$ cat src/rtl/sequence_tx_if.sv
// rtl/sequence_tx_if.sv - request/serial-output bundle between a pattern source and sequence_tx
interface sequence_tx_if #(
  parameter int WIDTH = 4,
  parameter int CNT_W = 4
);
  logic             start;
  logic [WIDTH-1:0] pattern;
  logic [CNT_W-1:0] repeat_cnt;
  logic             ready;
  logic             w;
  logic             w_valid;
  logic             done;
  logic [CNT_W-1:0] count;

  modport master (
    output start, pattern, repeat_cnt,
    input  ready, w, w_valid, done, count
  );

  modport slave (
    input  start, pattern, repeat_cnt,
    output ready, w, w_valid, done, count
  );
endinterface

$ cat src/rtl/sequence_tx.sv
// rtl/sequence_tx.sv - MSB-first serial frame transmitter with repeat count and inter-frame gap
// Outputs are decoded from state and registers only; inputs are sampled at start acceptance.
module sequence_tx #(
  parameter int WIDTH = 4,
  parameter int GAP   = 1,
  parameter int CNT_W = 4
) (
  input  logic         Clock,
  input  logic         Reset,
  sequence_tx_if.slave tx
);
  localparam int BIT_W = $clog2(WIDTH);
  localparam int GAP_W = (GAP > 1) ? $clog2(GAP) : 1;
  localparam logic [BIT_W-1:0] BIT_LOAD = BIT_W'(WIDTH - 1);
  localparam logic [GAP_W-1:0] GAP_LOAD = (GAP > 0) ? GAP_W'(GAP - 1) : '0;

  typedef enum logic [1:0] {S_IDLE, S_SHIFT, S_GAP, S_DONE} state_t;

  state_t           r_state;
  state_t           w_next;
  logic [WIDTH-1:0] r_shreg;
  logic [WIDTH-1:0] r_pat;
  logic [CNT_W-1:0] r_frames;
  logic [CNT_W-1:0] r_count;
  logic [BIT_W-1:0] r_bit;
  logic [GAP_W-1:0] r_gap;

  logic w_accept;
  logic w_last_bit;
  logic w_more;

  assign w_accept   = (r_state == S_IDLE) && tx.start;
  assign w_last_bit = (r_state == S_SHIFT) && (r_bit == '0);
  assign w_more     = (r_frames > CNT_W'(1));

  always_ff @(posedge Clock or posedge Reset) begin
    if (Reset) begin
      r_state <= S_IDLE;
    end else begin
      r_state <= w_next;
    end
  end

  always_comb begin
    w_next = r_state;
    case (r_state)
      S_IDLE:  if (tx.start) w_next = S_SHIFT;
      S_SHIFT: begin
        if (r_bit == '0) begin
          if (!w_more)       w_next = S_DONE;
          else if (GAP == 0) w_next = S_SHIFT;
          else               w_next = S_GAP;
        end
      end
      S_GAP:   if (r_gap == '0) w_next = S_SHIFT;
      S_DONE:  w_next = S_IDLE;
      default: w_next = S_IDLE;
    endcase
  end

  // Later frames reload from r_pat so a changing tx.pattern cannot corrupt them.
  always_ff @(posedge Clock or posedge Reset) begin
    if (Reset) begin
      r_shreg  <= '0;
      r_pat    <= '0;
      r_frames <= '0;
      r_count  <= '0;
      r_bit    <= '0;
      r_gap    <= '0;
    end else if (w_accept) begin
      r_shreg  <= tx.pattern;
      r_pat    <= tx.pattern;
      r_frames <= (tx.repeat_cnt == '0) ? CNT_W'(1) : tx.repeat_cnt;
      r_count  <= '0;
      r_bit    <= BIT_LOAD;
    end else if (w_last_bit) begin
      r_count  <= r_count + 1'b1;
      r_frames <= r_frames - 1'b1;
      r_shreg  <= r_pat;
      r_bit    <= BIT_LOAD;
      r_gap    <= GAP_LOAD;
    end else if (r_state == S_SHIFT) begin
      r_shreg  <= {r_shreg[WIDTH-2:0], 1'b0};
      r_bit    <= r_bit - 1'b1;
    end else if ((r_state == S_GAP) && (r_gap != '0)) begin
      r_gap    <= r_gap - 1'b1;
    end
  end

  always_comb begin
    tx.ready   = 1'b0;
    tx.w       = 1'b0;
    tx.w_valid = 1'b0;
    tx.done    = 1'b0;
    case (r_state)
      S_IDLE:  tx.ready = 1'b1;
      S_SHIFT: begin
        tx.w       = r_shreg[WIDTH-1];
        tx.w_valid = 1'b1;
      end
      S_DONE:  tx.done = 1'b1;
      default: ;
    endcase
  end

  assign tx.count = r_count;
endmodule

$ cat src/flat_wrapper.sv
// flat-port wrapper written by rule: the top's interface ports become plain ports
module sequence_tx_flat 
#(
  parameter int WIDTH = 4,
  parameter int GAP   = 1,
  parameter int CNT_W = 4
)
  (Clock, Reset, tx_start, tx_pattern, tx_repeat_cnt, tx_ready, tx_w, tx_w_valid, tx_done, tx_count);
  sequence_tx_if #(.WIDTH(WIDTH), .CNT_W(CNT_W)) tx_i ();
  input  logic Clock;
  input  logic Reset;
  input wire logic [$bits(tx_i.start)-1:0] tx_start;
  input wire logic [$bits(tx_i.pattern)-1:0] tx_pattern;
  input wire logic [$bits(tx_i.repeat_cnt)-1:0] tx_repeat_cnt;
  output wire logic [$bits(tx_i.ready)-1:0] tx_ready;
  output wire logic [$bits(tx_i.w)-1:0] tx_w;
  output wire logic [$bits(tx_i.w_valid)-1:0] tx_w_valid;
  output wire logic [$bits(tx_i.done)-1:0] tx_done;
  output wire logic [$bits(tx_i.count)-1:0] tx_count;
  assign tx_i.start = tx_start;
  assign tx_i.pattern = tx_pattern;
  assign tx_i.repeat_cnt = tx_repeat_cnt;
  assign tx_ready = tx_i.ready;
  assign tx_w = tx_i.w;
  assign tx_w_valid = tx_i.w_valid;
  assign tx_done = tx_i.done;
  assign tx_count = tx_i.count;
  sequence_tx #(.WIDTH(WIDTH), .GAP(GAP), .CNT_W(CNT_W)) u_core (.Clock(Clock), .Reset(Reset), .tx(tx_i));
endmodule
$ cat config.mk
export PLATFORM = sky130hd
export DESIGN_NAME = sequence_tx_flat
export DESIGN_NICKNAME = d
export VERILOG_FILES = /design/src/rtl/sequence_tx_if.sv /design/src/rtl/sequence_tx.sv /design/src/flat_wrapper.sv
export SDC_FILE = /design/constraint.sdc
export NUM_CORES = 1
export LEC_CHECK = 0
export CORE_UTILIZATION = 38
export DETAILED_ROUTE_END_ITERATION = 8
export GPL_TIMING_DRIVEN = 0
export SLEW_MARGIN = 20
export SYNTH_ARGS = -nofsm -noshare
export SYNTH_HDL_FRONTEND = slang
export SYNTH_SLANG_ARGS = --single-unit
export TNS_END_PERCENT = 30
$ cat constraint.sdc
create_clock -name Clock -period 1.6 [get_ports Clock]
set_input_delay 0.24 -clock Clock [delete_from_list [all_inputs] [get_ports Clock]]
set_output_delay 0.24 -clock Clock [all_outputs]
set_load 0.05 [all_outputs]
==> impl_metrics.ini <==
[critical_path]
cp_slowest_cell = dfrtp_2
required_ps = 1360
end_kind = output port
cp_max_fo = 10
critPathKind = reg2out
cp.arrival_ps = 1320
cp_slowest_stage_delay_ps = 470
worstPathCellList = buf_4 > and2_1 > buf_4
cp_common_cell = buf_4
start_kind = flop
cp.buffers_inverters = 2
crit_family = flip-flops

[cells_and_area]
layout_common_cells = dfrtp_1, nand2_1, buf_4
drive_above_1_share_pct = 23.1
diodes = 0
fillCellCount = 268
final_common_cell = dfrtp_1
design_area_sq_um = 1440
area_growth_pct = 30.9
multi_input_area_sq_um = 536
final_net_count = 164
seq_area_sq_um = 528

[clocking]
cts_max_level = 1
cts-root-buf = clkbuf_4
numCtsBuffers = 3
clk_path_buf_depth = 2
cts_tree = done
clk_latency_ps = 300
path_clk_slew_ps = 120
clock-sinks = 21

[logic_synthesis]
yosysWarnings = 0
synth_area_leaders = dfrtp_1, ha_1, nand2_1
synthCells = 117
syn_area_per_cell_sq_um = 9.42
syn-num-nets = 133
ys_types = 34
yosysTopAreaCell = dfrtp_1
synth-seq-cells = 21
synth_seq_area_share_pct = 47.7
synthesis.area_sq_um = 1100
synth_top_area_share_pct = 47.7

[power_and_ir_drop]
p_int_mw = 0.779
power_frac_seq_pct = 52.0
ir_drop_uv = 627
power_frac_clock_pct = 21.6
power_mw = 1.20
swShare_pct = 35.0
p_switching_mw = 0.420
comb_power_share_pct = 26.4
leakagePower_nw = 0.676
power_density_nw_per_um2 = 831

[timing]
worst_pin_slew_ps = 814
setup_violations = 0
skew_ps = 2.31
hold_viol_final = 0
max_clock_freq_mhz = 641
min_period_over_period_pct = 97.5
whs_ps = 381
rsz0062_at_grt = yes
maxSlewHeadroom_pct = 45.7
setup_slack_ps = 39.3
finalMaxSlewViolations = 0
fin_crit_ps = 1560

[routing]
top_layer = met4
drt_wl_total_microns = 2480
met1_length_microns = 1190
drtPass1Iterations = 4
wire_per_inst_microns = 13.9
route.met3.wl_microns = 93
drt-initial-drc-count = 21
vias = 941
ant_nets = 0
route.detailed.drc = 0
wl_met2_microns = 1180
vias_per_cell = 5.29

[grt]
globalRoute.totalOverflow = 0
grt_pass1_wl_microns = 4080
antenna_found_initial = 0
first_global_vias = 862
grt_max_degree = 22
grtUsageTotal_pct = 16.8

[die]
dieWidth_microns = 55.9
io_pins = 19
fp-row-count = 19
die_area_sq_um = 3120
die_height_microns = 55.9
start_util_pct = 40.0
core_sq_um = 2760

[status]
outcome = completed

[job]
maxCapViolCount = 0

[placement]
placedInstanceArea_sq_um = 1330
dpl.hpwl_microns = 1690
place_congestion = 0.774
portBuffers = 18
place_ws_ps = -483

[min_path]
hp-class = in2async
sequential cells by signal, indices dropped and copies added, names as in the netlist:
signal / cells
u_core.r_state: 2
u_core.r_bit: 2
u_core.tx.count: 4
u_core.r_gap: 1
u_core.r_shreg: 4
u_core.r_pat: 4
u_core.r_frames: 4
per-stage QoR:
| step | utilization (%) | setup TNS (ps) | cells |
|---|---|---|---|
| after floorplan | - | -71.1 | 117 |
| after global placement | 48.0 | -2430 | 166 |
| after detailed placement | 48.0 | -2620 | 166 |
| after CTS | 49.3 | -18.7 | 169 |
| after global routing | 52.3 | -65.3 | 178 |
| final | 52.3 | 0 | 178 |
cells in the mapped netlist:
library cell and count:
xnor2_1 1, nor3_1 3, nand2_1 16, o211ai_1 5
xor2_1 2, nand2b_1 1, o21a_1 1, or2_1 1
or3b_1 1, inv_1 8, nand3_1 4, o21ai_1 1
nor2_1 9, nand3b_1 2, dfrtp_1 21, a21o_1 1
a31oi_1 1, a21oi_1 4, a221o_1 2, buf_2 6
ha_1 5, nand4b_1 1, or3_1 1, a32oi_1 1
clkbuf_1 1, mux2i_1 3, o31a_1 1, a211oi_1 1
o311ai_1 1, o21ai_0 7, and2_1 2, nor2b_1 1
nor3b_2 1, and4b_1 1
power by group through the flow:
stage | registers (mW) | logic [mW] | clock network, mW
after detailed placement | 0.634 | 0.339 | 0
after global routing | 0.630 | 0.342 | 0.295
after global placement | 0.631 | 0.332 | 0
after floorplan | 0.766 | 0.0709 | 0
final | 0.623 | 0.317 | 0.259
after CTS | 0.623 | 0.310 | 0.270
worst reg2reg max path: cells and delay by family (launching register included):
kind	cells	cell delay, ps
AO/OA/AOI/OAI	1	90
flip-flops	1	470
buffers and inverters	2	480
AND/OR/NAND/NOR	2	430
layer usage:
| metal | up-vias | track usage (%) |
|---|---|---|
| met5 | - | 0 |
| met4 | 0 | 3.14 |
| met3 | 2 | 4.88 |
| met2 | 19 | 28.2 |
| met1 | 455 | 21.8 |
| li1 | 465 | - |
worst paths after layout:
kind | start | end | slack, ps | depth (start not counted)
max | u_core.r_state[0] | tx_done | 40 | 3
min | Reset | u_core.r_bit[1] | 380 | 2
max reg2reg | u_core.r_state[0] | u_core.r_shreg[0] | 50 | 5
min reg2reg | u_core.r_shreg[3] | u_core.r_shreg[3] | 480 | 1
max in group asynchronous | Reset | u_core.r_state[1] | 660 | 2
min in group Clock | tx_pattern[0] | u_core.r_pat[0] | 480 | 3
final cells by class:
class                      count  area share [%]
clock buffer                   4            1.82
multi-input combinational     81            37.1
buffer                         6            3.04
inverter                       8            2.08
sequential                    21            36.6
tap                           31            2.69
timing repair buffer          27            16.7
repair_timing:
action                                  CTS  global route
pin swaps                                 0             2
endpoints found under the setup margin   10             5
endpoints found under the hold margin     0             0
hold buffers                              0             0
resized for setup                        37             9
setup buffers                             0             9
logic make-up (layout without fill, tap and decap cells):
| logic type | after synthesis | after routing | synth area share (%) |
|---|---|---|---|
| xor+xnor | 3 | 3 | 2.38 |
| flops | 21 | 21 | 47.7 |
| fa+ha+maj | 5 | 5 | 5.68 |
| buf+inv | 15 | 45 | 5.79 |
| mux | 3 | 3 | 2.72 |
| simple gates | 44 | 44 | 20.1 |
| compound gates | 26 | 26 | 15.7 |
Power figures use the tool's default switching activity.
==> patch (same flow settings) <==
`WIDTH` is set to 4 in 3 places; all go to 8.
--- a/src/rtl/sequence_tx_if.sv
+++ b/src/rtl/sequence_tx_if.sv
@@ -1,6 +1,6 @@
 // rtl/sequence_tx_if.sv - request/serial-output bundle between a pattern source and sequence_tx
 interface sequence_tx_if #(
-  parameter int WIDTH = 4,
+  parameter int WIDTH = 8,
   parameter int CNT_W = 4
 );
   logic             start;
--- a/src/rtl/sequence_tx.sv
+++ b/src/rtl/sequence_tx.sv
@@ -1,7 +1,7 @@
 // rtl/sequence_tx.sv - MSB-first serial frame transmitter with repeat count and inter-frame gap
 // Outputs are decoded from state and registers only; inputs are sampled at start acceptance.
 module sequence_tx #(
-  parameter int WIDTH = 4,
+  parameter int WIDTH = 8,
   parameter int GAP   = 1,
   parameter int CNT_W = 4
 ) (
--- a/src/flat_wrapper.sv
+++ b/src/flat_wrapper.sv
@@ -1,7 +1,7 @@
 // flat-port wrapper written by rule: the top's interface ports become plain ports
 module sequence_tx_flat 
 #(
-  parameter int WIDTH = 4,
+  parameter int WIDTH = 8,
   parameter int GAP   = 1,
   parameter int CNT_W = 4
 )
Ports: changed (resized tx_pattern); port bits go from 19 to 23. The function was not compared with the original's and may differ.
==> patch against the original RTL <==
- the run now ends with negative setup slack left
- setup slack lost 0.18 ns
- sequential cell count rose by 9
- sequential power is 110% higher
- global-route usage grew 4.0 points
- synthesized cell count grew 36%
- final area grew 42%
- cell count up 37%
- synthesized area increased by 40%
- clock skew increased by 0.0046 ns
- clock power rose by 150%
- register-to-register slack got worse by 0.19 ns
- wire length increased by 61%
- power grew to 3.2 times the old value
- highest routed layer unchanged
==> patch: results (changes against the original RTL) <==
metric;value;unit;change
nNonClkBuffers;40;;+21%
multiInputGateArea;739;um2;+38%
violations;negative setup slack;;
clock_skew;0.00689;ns;+0.00457 ns
rr_endpoint;u_core.tx.count[3]$_DFFE_PP0P_;;
place_area;0.00184;mm2;+39%
r2r-start;u_core.r_bit[0]$_DFFE_PP0P_;;
power_leakage;0.949;nW;+40%
nonClkBufAreaFrac;18.4;%;-1.3 points
nFillCells;334;;+25%
clock_latency;0.28;ns;-0.02 ns
rrSetupSlack;-0.14;ns;-0.19 ns
synth.net_count;179;;+35%
dp_hpwl;2.54;mm;+51%
ys_seq_area_share;48.7;%;+0.99 points
numPortBuffers;22;;+4
status;finished, violations left;;
fin_nets;215;;+31%
dr.first_iter.drc_count;29;;+38%
clkCellAreaFrac;4.45;%;+2.6 points
end_kind;flip-flop;;
vias;1313;;+40%
crit_family;simple AND/OR/NAND/NOR gates;;
cp_slowest_cell;dfrtp_1;;
setup_viol;6;;+6
grt_pass1_vias;1396;;+62%
clock_buffers;7;;+3
n_all_inverters;9;;+1
relSlewSlack;57.2;%;+12 points
clkTransAtPathRegs;0.06;ns;-0.06 ns
multi_input_gates;109;;+35%
ff2ff_path_depth;7;;+2
crit_arrival;1.95;ns;+0.63 ns
wire_per_inst;16.3;um;+17%
synth_seq_cells;30;;+43%
grtUsageTotal;20.8;%;+4.0 points
critPathMaxStageDelay;0.38;ns;-0.09 ns
grt_max_degree;31;;+41%
grt_first_pass_wirelength;6.62;mm;+62%
yosysUniqueCellTypes;37;;+8.8%
p_sw;1.50;mW;+260%
yosys-top-cells-count;dfrtp_1, nand2_1, inv_1;;
timing.final.ws_setup;-0.142;ns;-0.181 ns
patch: cell count changes after synthesis, moves of 3 or more:
cell	before	now
dfrtp_1	21	30
o21ai_0	7	4
o22ai_1	0	6
nor2_1	9	5
mux2i_1	3	8
a221oi_1	0	6
o211ai_1	5	2
nand2_1	16	27
clkbuf_1	1	6
nor2b_1	1	7
patch: per-layer routing:
| layer | share of wire [%] | routed length, um | up-vias | track usage (%) |
|---|---|---|---|---|
| li1 | - | - | 629 | - |
| met1 | 45 | 1800 | 649 | 26.7 |
| met2 | 49 | 1960 | 25 | 33.9 |
| met3 | 3.6 | 144 | 10 | 3.82 |
| met4 | 1.9 | 77 | 0 | 8.70 |
| met5 | 0 | 0 | - | 0 |
patch: through the flow:
stage               util [%]  hold WS [ns]  cells  setup TNS [ns]
floorplan                  -         0.331    159         -0.0675
global placement        48.9         0.450    229          -11.92
detailed placement      48.9         0.464    229          -10.92
CTS                     53.5         0.397    241          -0.692
global route            54.4         0.426    244           -1.60
finish                  54.4         0.364    244          -0.521
patch: timing repair:
action,CTS,global route
buffers inserted,4,3
resized for setup,43,12
pin swaps,4,0
endpoints found under the setup margin,31,26
patch: kinds of logic after synthesis:
family | Yosys count | share of synthesized area [%]
xor gates and xnor gates | 1 | 0.568
muxes | 9 | 6.16
and+or+nand+nor | 63 | 20.5
DFF | 30 | 48.7
AOI/OAI and AO/OA | 31 | 14.4
buffers and inverters | 20 | 5.68
adders and majority gates | 5 | 4.06
patch: power by group through the flow:
stage	Clock [mW]	Sequential (mW)	Combinational, mW
after global placement	0	1.31	1.52
after floorplan	0	1.35	1.09
after CTS	0.646	1.32	1.79
after global routing	0.674	1.36	2.00
after detailed placement	0	1.33	1.59
final	0.635	1.32	1.83
